## config.mk

```make
export PLATFORM = sky130hd
export DESIGN_NAME = sdsp_rmw_sequencer
export DESIGN_NICKNAME = d
export VERILOG_FILES = /design/src/rtl/sdsp_rmw_sequencer.sv
export SDC_FILE = /design/constraint.sdc
export NUM_CORES = 1
export LEC_CHECK = 0
export ABC_AREA = 0
export CAP_MARGIN = 20
export CELL_PAD_IN_SITES_DETAIL_PLACEMENT = 1
export CELL_PAD_IN_SITES_GLOBAL_PLACEMENT = 2
export CORE_AREA = 10 10 139 141
export DETAILED_ROUTE_END_ITERATION = 16
export DIE_AREA = 0 0 149 151
export PLACE_DENSITY_LB_ADDON = 0.12
export SLEW_MARGIN = 25
export SYNTH_ARGS = -nofsm -noshare
export SYNTH_HDL_FRONTEND = slang
export SYNTH_SLANG_ARGS = --single-unit
```

## constraint.sdc

```tcl
create_clock -name i_clk -period 3.21 [get_ports i_clk]
set_clock_uncertainty 0.15 [all_clocks]
set_input_delay 0.963 -clock i_clk [delete_from_list [all_inputs] [get_ports i_clk]]
set_output_delay 0.963 -clock i_clk [all_outputs]
set_load 0.02 [all_outputs]
```

## src/rtl/sdsp_rmw_sequencer.sv

```systemverilog
// Read-modify-write sweep that applies SDSP weight updates to N_WORDS consecutive synapse words.
// Each word is read, updated lane by lane, and written back only when some lane changed.
module sdsp_rmw_sequencer #(
  parameter int unsigned WIDTH        = 3,
  parameter int unsigned SYN_PER_WORD = 8,
  parameter int unsigned AW           = 13,
  parameter int unsigned N_WORDS      = 32,
  localparam int unsigned DW          = SYN_PER_WORD * (WIDTH + 1),
  localparam int unsigned CW          = $clog2(N_WORDS + 1)
) (
  input  logic                    i_clk,
  input  logic                    i_rst,
  input  logic                    i_upd_req,
  input  logic [AW-1:0]           i_upd_base,
  input  logic                    i_upd_v_up,
  input  logic                    i_upd_v_down,
  input  logic                    i_upd_bist,
  output logic                    o_upd_busy,
  output logic                    o_upd_done,
  output logic [CW-1:0]           o_upd_wcount,
  output logic                    o_sram_cs,
  output logic                    o_sram_we,
  output logic [AW-1:0]           o_sram_addr,
  output logic [DW-1:0]           o_sram_wdata,
  input  logic                    i_sram_gnt,
  input  logic [DW-1:0]           i_sram_rdata,
  input  logic [SYN_PER_WORD-1:0] i_pre_act
);

  typedef enum logic [2:0] {StIdle, StRd, StCap, StWr, StFin} state_t;

  localparam int unsigned LW = WIDTH + 1;

  state_t        r_state;
  logic [AW-1:0] r_idx;
  logic [AW-1:0] r_addr;
  logic [DW-1:0] r_wdata;
  logic [CW-1:0] r_wcount;
  logic          r_v_up;
  logic          r_v_down;
  logic          r_bist;

  logic [DW-1:0] w_new_word;
  logic          w_last;

  assign w_last = (r_idx == AW'(N_WORDS - 1));

  // Weight is the low WIDTH bits of a lane; bit WIDTH passes through untouched.
  // In BIST mode each weight drifts toward the rail selected by its own MSB.
  for (genvar gi = 0; gi < SYN_PER_WORD; gi++) begin : g_lane
    logic [WIDTH-1:0] w_wt;
    logic [WIDTH-1:0] w_wt_nxt;
    logic             w_up;
    logic             w_dn;

    assign w_wt = i_sram_rdata[gi*LW +: WIDTH];
    assign w_up = i_pre_act[gi] & (r_bist ? w_wt[WIDTH-1] : r_v_up);
    assign w_dn = i_pre_act[gi] & (r_bist ? ~w_wt[WIDTH-1] : (r_v_down & ~r_v_up));

    assign w_wt_nxt = (w_up && (w_wt != '1)) ? w_wt + 1'b1 :
                      (w_dn && (w_wt != '0)) ? w_wt - 1'b1 : w_wt;

    assign w_new_word[gi*LW +: LW] = {i_sram_rdata[gi*LW + WIDTH], w_wt_nxt};
  end

  always_ff @(posedge i_clk or posedge i_rst) begin
    if (i_rst) begin
      r_state  <= StIdle;
      r_idx    <= '0;
      r_addr   <= '0;
      r_wdata  <= '0;
      r_wcount <= '0;
      r_v_up   <= 1'b0;
      r_v_down <= 1'b0;
      r_bist   <= 1'b0;
    end else begin
      unique case (r_state)
        StIdle: begin
          if (i_upd_req) begin
            r_addr   <= i_upd_base;
            r_idx    <= '0;
            r_wcount <= '0;
            r_v_up   <= i_upd_v_up;
            r_v_down <= i_upd_v_down;
            r_bist   <= i_upd_bist;
            r_state  <= StRd;
          end
        end
        StRd: begin
          if (i_sram_gnt) r_state <= StCap;
        end
        StCap: begin
          r_wdata <= w_new_word;
          if (w_new_word != i_sram_rdata) begin
            r_state <= StWr;
          end else if (w_last) begin
            r_state <= StFin;
          end else begin
            r_idx   <= r_idx + 1'b1;
            r_addr  <= r_addr + 1'b1;
            r_state <= StRd;
          end
        end
        StWr: begin
          if (i_sram_gnt) begin
            r_wcount <= r_wcount + 1'b1;
            if (w_last) begin
              r_state <= StFin;
            end else begin
              r_idx   <= r_idx + 1'b1;
              r_addr  <= r_addr + 1'b1;
              r_state <= StRd;
            end
          end
        end
        StFin:   r_state <= StIdle;
        default: r_state <= StIdle;
      endcase
    end
  end

  assign o_sram_cs    = (r_state == StRd) || (r_state == StWr);
  assign o_sram_we    = (r_state == StWr);
  assign o_sram_addr  = r_addr;
  assign o_sram_wdata = r_wdata;
  assign o_upd_busy   = (r_state != StIdle);
  assign o_upd_done   = (r_state == StFin);
  assign o_upd_wcount = r_wcount;

endmodule

```

==> run summary <==
status -> complete, no violations
worst-case reg-to-reg path depth -> 6
cell-internal power -> 3470 µW
clk_lat worst skew -> 0.34 ns
synth unique cells -> 52
CTS max path bufs -> 2
ANT cells -> 0
Synth Register Bits -> 70
Slowest cell on crit path -> or4_4
CTS tree -> built
Final setup viols -> 0
GP Congestion -> 0.791
final net count -> 819
Comb pwr share -> 0.557
slowest stage delay, CP -> 0.63 ns
Post-synth EDFFs -> 0
yosys warns -> 0
final max-slew violation count -> 0
post-cts hold buffer count -> 0
worst hold-check path type -> flop to flop
Least-Margin Pin Slew -> 0.825 ns
iteration count of the initial detailed-routing pass -> 4
fmax -> 319 MHz
ys flop type -> dfrtp_1
mean cell area of the mapped netlist -> 8.54 µm²
Port Buffers -> 114
wire per inst -> 17.1 µm
hold path cells -> 2
net switching power -> 2510 µW
post-synthesis sequential area ratio -> 0.373
dominant cells by area after synthesis -> dfrtp_1 (37%), ha_1 (9.3%), nand2_1 (7.6%)
via/cell ratio -> 4.82
share of cells above drive strength 1 -> 0.165
initial core utilization -> 0.285
DRC Markers -> 0
CP arrival -> 3.22 ns
PwrDens -> 853 mW/mm²
die height -> 151 µm
Layout area overhead -> 49.1%
Synth top area share -> 0.373
P_leak -> 0.00340 µW
Async SR Flop Fraction -> 1.00
1st-iter DRT viols -> 144
max cap viols -> 0
commonest non-fill, non-tap cell in the layout -> clkdlybuf4s50_1
final worst slack -> 0.0708 ns
Post-Syn Instances -> 550
Clock Sinks -> 70
Worst-path clk slew -> 0.06 ns
worst vdd ir -> 0.384 mV
Flop pwr share -> 0.252
CP startpoint kind -> input pin
Syn Nets -> 645
Crit Path Category -> input pin to flop
CORE AREA -> 0.0165 mm²
Sw Ratio -> 0.420
critical-path cell list -> clkdlybuf4s50_1 > ha_1 > ha_1 > a211o_1 > nand4_1 > or4_4 > a21oi_4 > mux2_4
pre-CTS setup slack -> -0.457 ns
Worst path top cell family by delay -> simple AND/OR/NAND/NOR gates
Mapped Area -> 0.00470 mm²
largest net degree at the start of global routing -> 43
CP Depth -> 8
Worst Path Required -> 3.29 ns
ANT nets after route -> 0
initial antenna violation count -> 0
first-pass GRT wire length -> 26500 µm
Setup crit end kind -> flop
Total GRT Usage -> 0.148
vias in the first global route -> 4988
final WL -> 16200 µm
hold slack -> 0.322 ns
Clock Tree Root -> clkbuf_16
Slew headroom -> 0.448
final hold violation count -> 0
Yosys top cell by area -> dfrtp_1
die area -> 0.0225 mm²
crit-path max FO -> 4
H-tree levels -> 3
final worst path period share -> 0.978
Placement Rows -> 47
# IOs -> 115
HPWL Detailed -> 12400 µm
commonest cells after routing, fill and taps aside -> clkdlybuf4s50_1 (103), nand2_1 (94), buf_4 (72), dfrtp_1 (70), inv_1 (45)
GR Overflow Total -> 0
via count -> 4578
Die Wd -> 149 µm
CTS Buf Count -> 9
unrepaired setup endpoints after global routing -> false
Most common cell on crit path -> ha_1
Buffers & Inverters on Critical Path -> 1
Min Clock Period, post-route -> 3.14 ns
clock group share of total power -> 0.191
==> per-stage QoR <==
step           total power [µW]  setup TNS, ns  instances  area (µm²)   util
2_1_floorplan              3310              0        550        4700      -
3_3_place_gp               4750          -7.57        929        6590  0.400
3_5_place_dp               4840          -9.64        929        6590  0.400
4_1_cts                    6020              0        945        6920  0.420
5_1_grt                    6460              0        949        7010  0.425
6_report                   5970              0        949        7010  0.425
==> final cells by class <==
cell class	count	area (µm²)
fillers	1923	9460
multi-input cells	405	2660
repair buffers	192	1810
flip-flops and latches	70	1750
well taps	220	275
clock buffers	10	239
inverters	46	173
clock inverters	6	92.6
==> registers in the layout, summed over array words and instances, names as in the netlist <==
name          count
o_sram_wdata     32
r_state           3
r_bist            1
r_idx            13
o_upd_wcount      6
r_v_down          1
o_sram_addr      13
r_v_up            1
==> cells by family (layout without fill, tap and decap cells) <==
| kind of cell | count (synthesis) | after routing | share of synthesized area |
|---|---|---|---|
| simple gates | 195 | 195 | 0.187 |
| compound gates | 139 | 139 | 0.206 |
| buf+inv | 75 | 254 | 0.0682 |
| flops | 70 | 70 | 0.373 |
| fa+ha+maj | 35 | 35 | 0.0932 |
| xor+xnor | 20 | 20 | 0.0373 |
| mux | 16 | 16 | 0.0357 |
==> metal layers <==
| layer | part of all wire | vias to the layer above | global-route usage |
|---|---|---|---|
| met5 | 0 | - | 0 |
| met4 | 0.013 | 0 | 0.0505 |
| met3 | 0.048 | 11 | 0.0376 |
| met2 | 0.48 | 81 | 0.247 |
| met1 | 0.46 | 2222 | 0.181 |
| li1 | - | 2264 | - |
==> cells in the mapped netlist (4+ instances only) <==
cell type,instances
a211o_1,6
a21oi_1,24
a22o_1,12
a22oi_1,5
a2bb2oi_1,4
a31oi_1,7
and3_1,6
buf_4,4
clkbuf_1,21
dfrtp_1,70
ha_1,35
inv_1,46
mux2_2,5
mux2i_1,10
nand2_1,95
nand2b_1,10
nand3_1,13
nand4_1,12
nor2_1,35
nor2b_1,6
nor3_1,6
o2111ai_2,6
o21ai_0,42
o221ai_1,4
xnor2_1,9
xor2_1,11
==> worst paths after layout <==
check	to	startpoint	slack, ns
worst min register to register	r_v_down	r_v_down	0.32
max in group asynchronous	o_upd_wcount[1]	i_rst	1.53
min in group asynchronous	o_sram_addr[5]	i_rst	0.84
worst min-delay path	r_v_down	r_v_down	0.32
worst max register to register	o_sram_addr[1]	r_v_up	0.59
worst max-delay path	o_sram_addr[1]	i_sram_rdata[21]	0.07
==> power by group through the flow <==
stage	clock, µW	combinational, µW	sequential (µW)
final	1140	3330	1510
after global routing	1220	3670	1570
after CTS	1180	3330	1510
after detailed placement	0	3310	1530
after global placement	0	3240	1510
after floorplan	0	1480	1820
==> worst reg2reg max path, delay by kind of cell (launching register included) <==
kind | cells | cell delay [ns]
muxes | 1 | 0.31
AOI/OAI and AO/OA | 2 | 0.46
and+or+nand+nor | 3 | 1.19
DFF | 1 | 0.40
==> what timing repair did <==
action                     4_1_cts  5_1_grt
pin swaps                        0        6
setup endpoints to repair       11       23
cloned                           0        0
gates resized for setup          1       16
setup buffers                    0        4
Note: power is estimated with default switching activity, not from simulation.
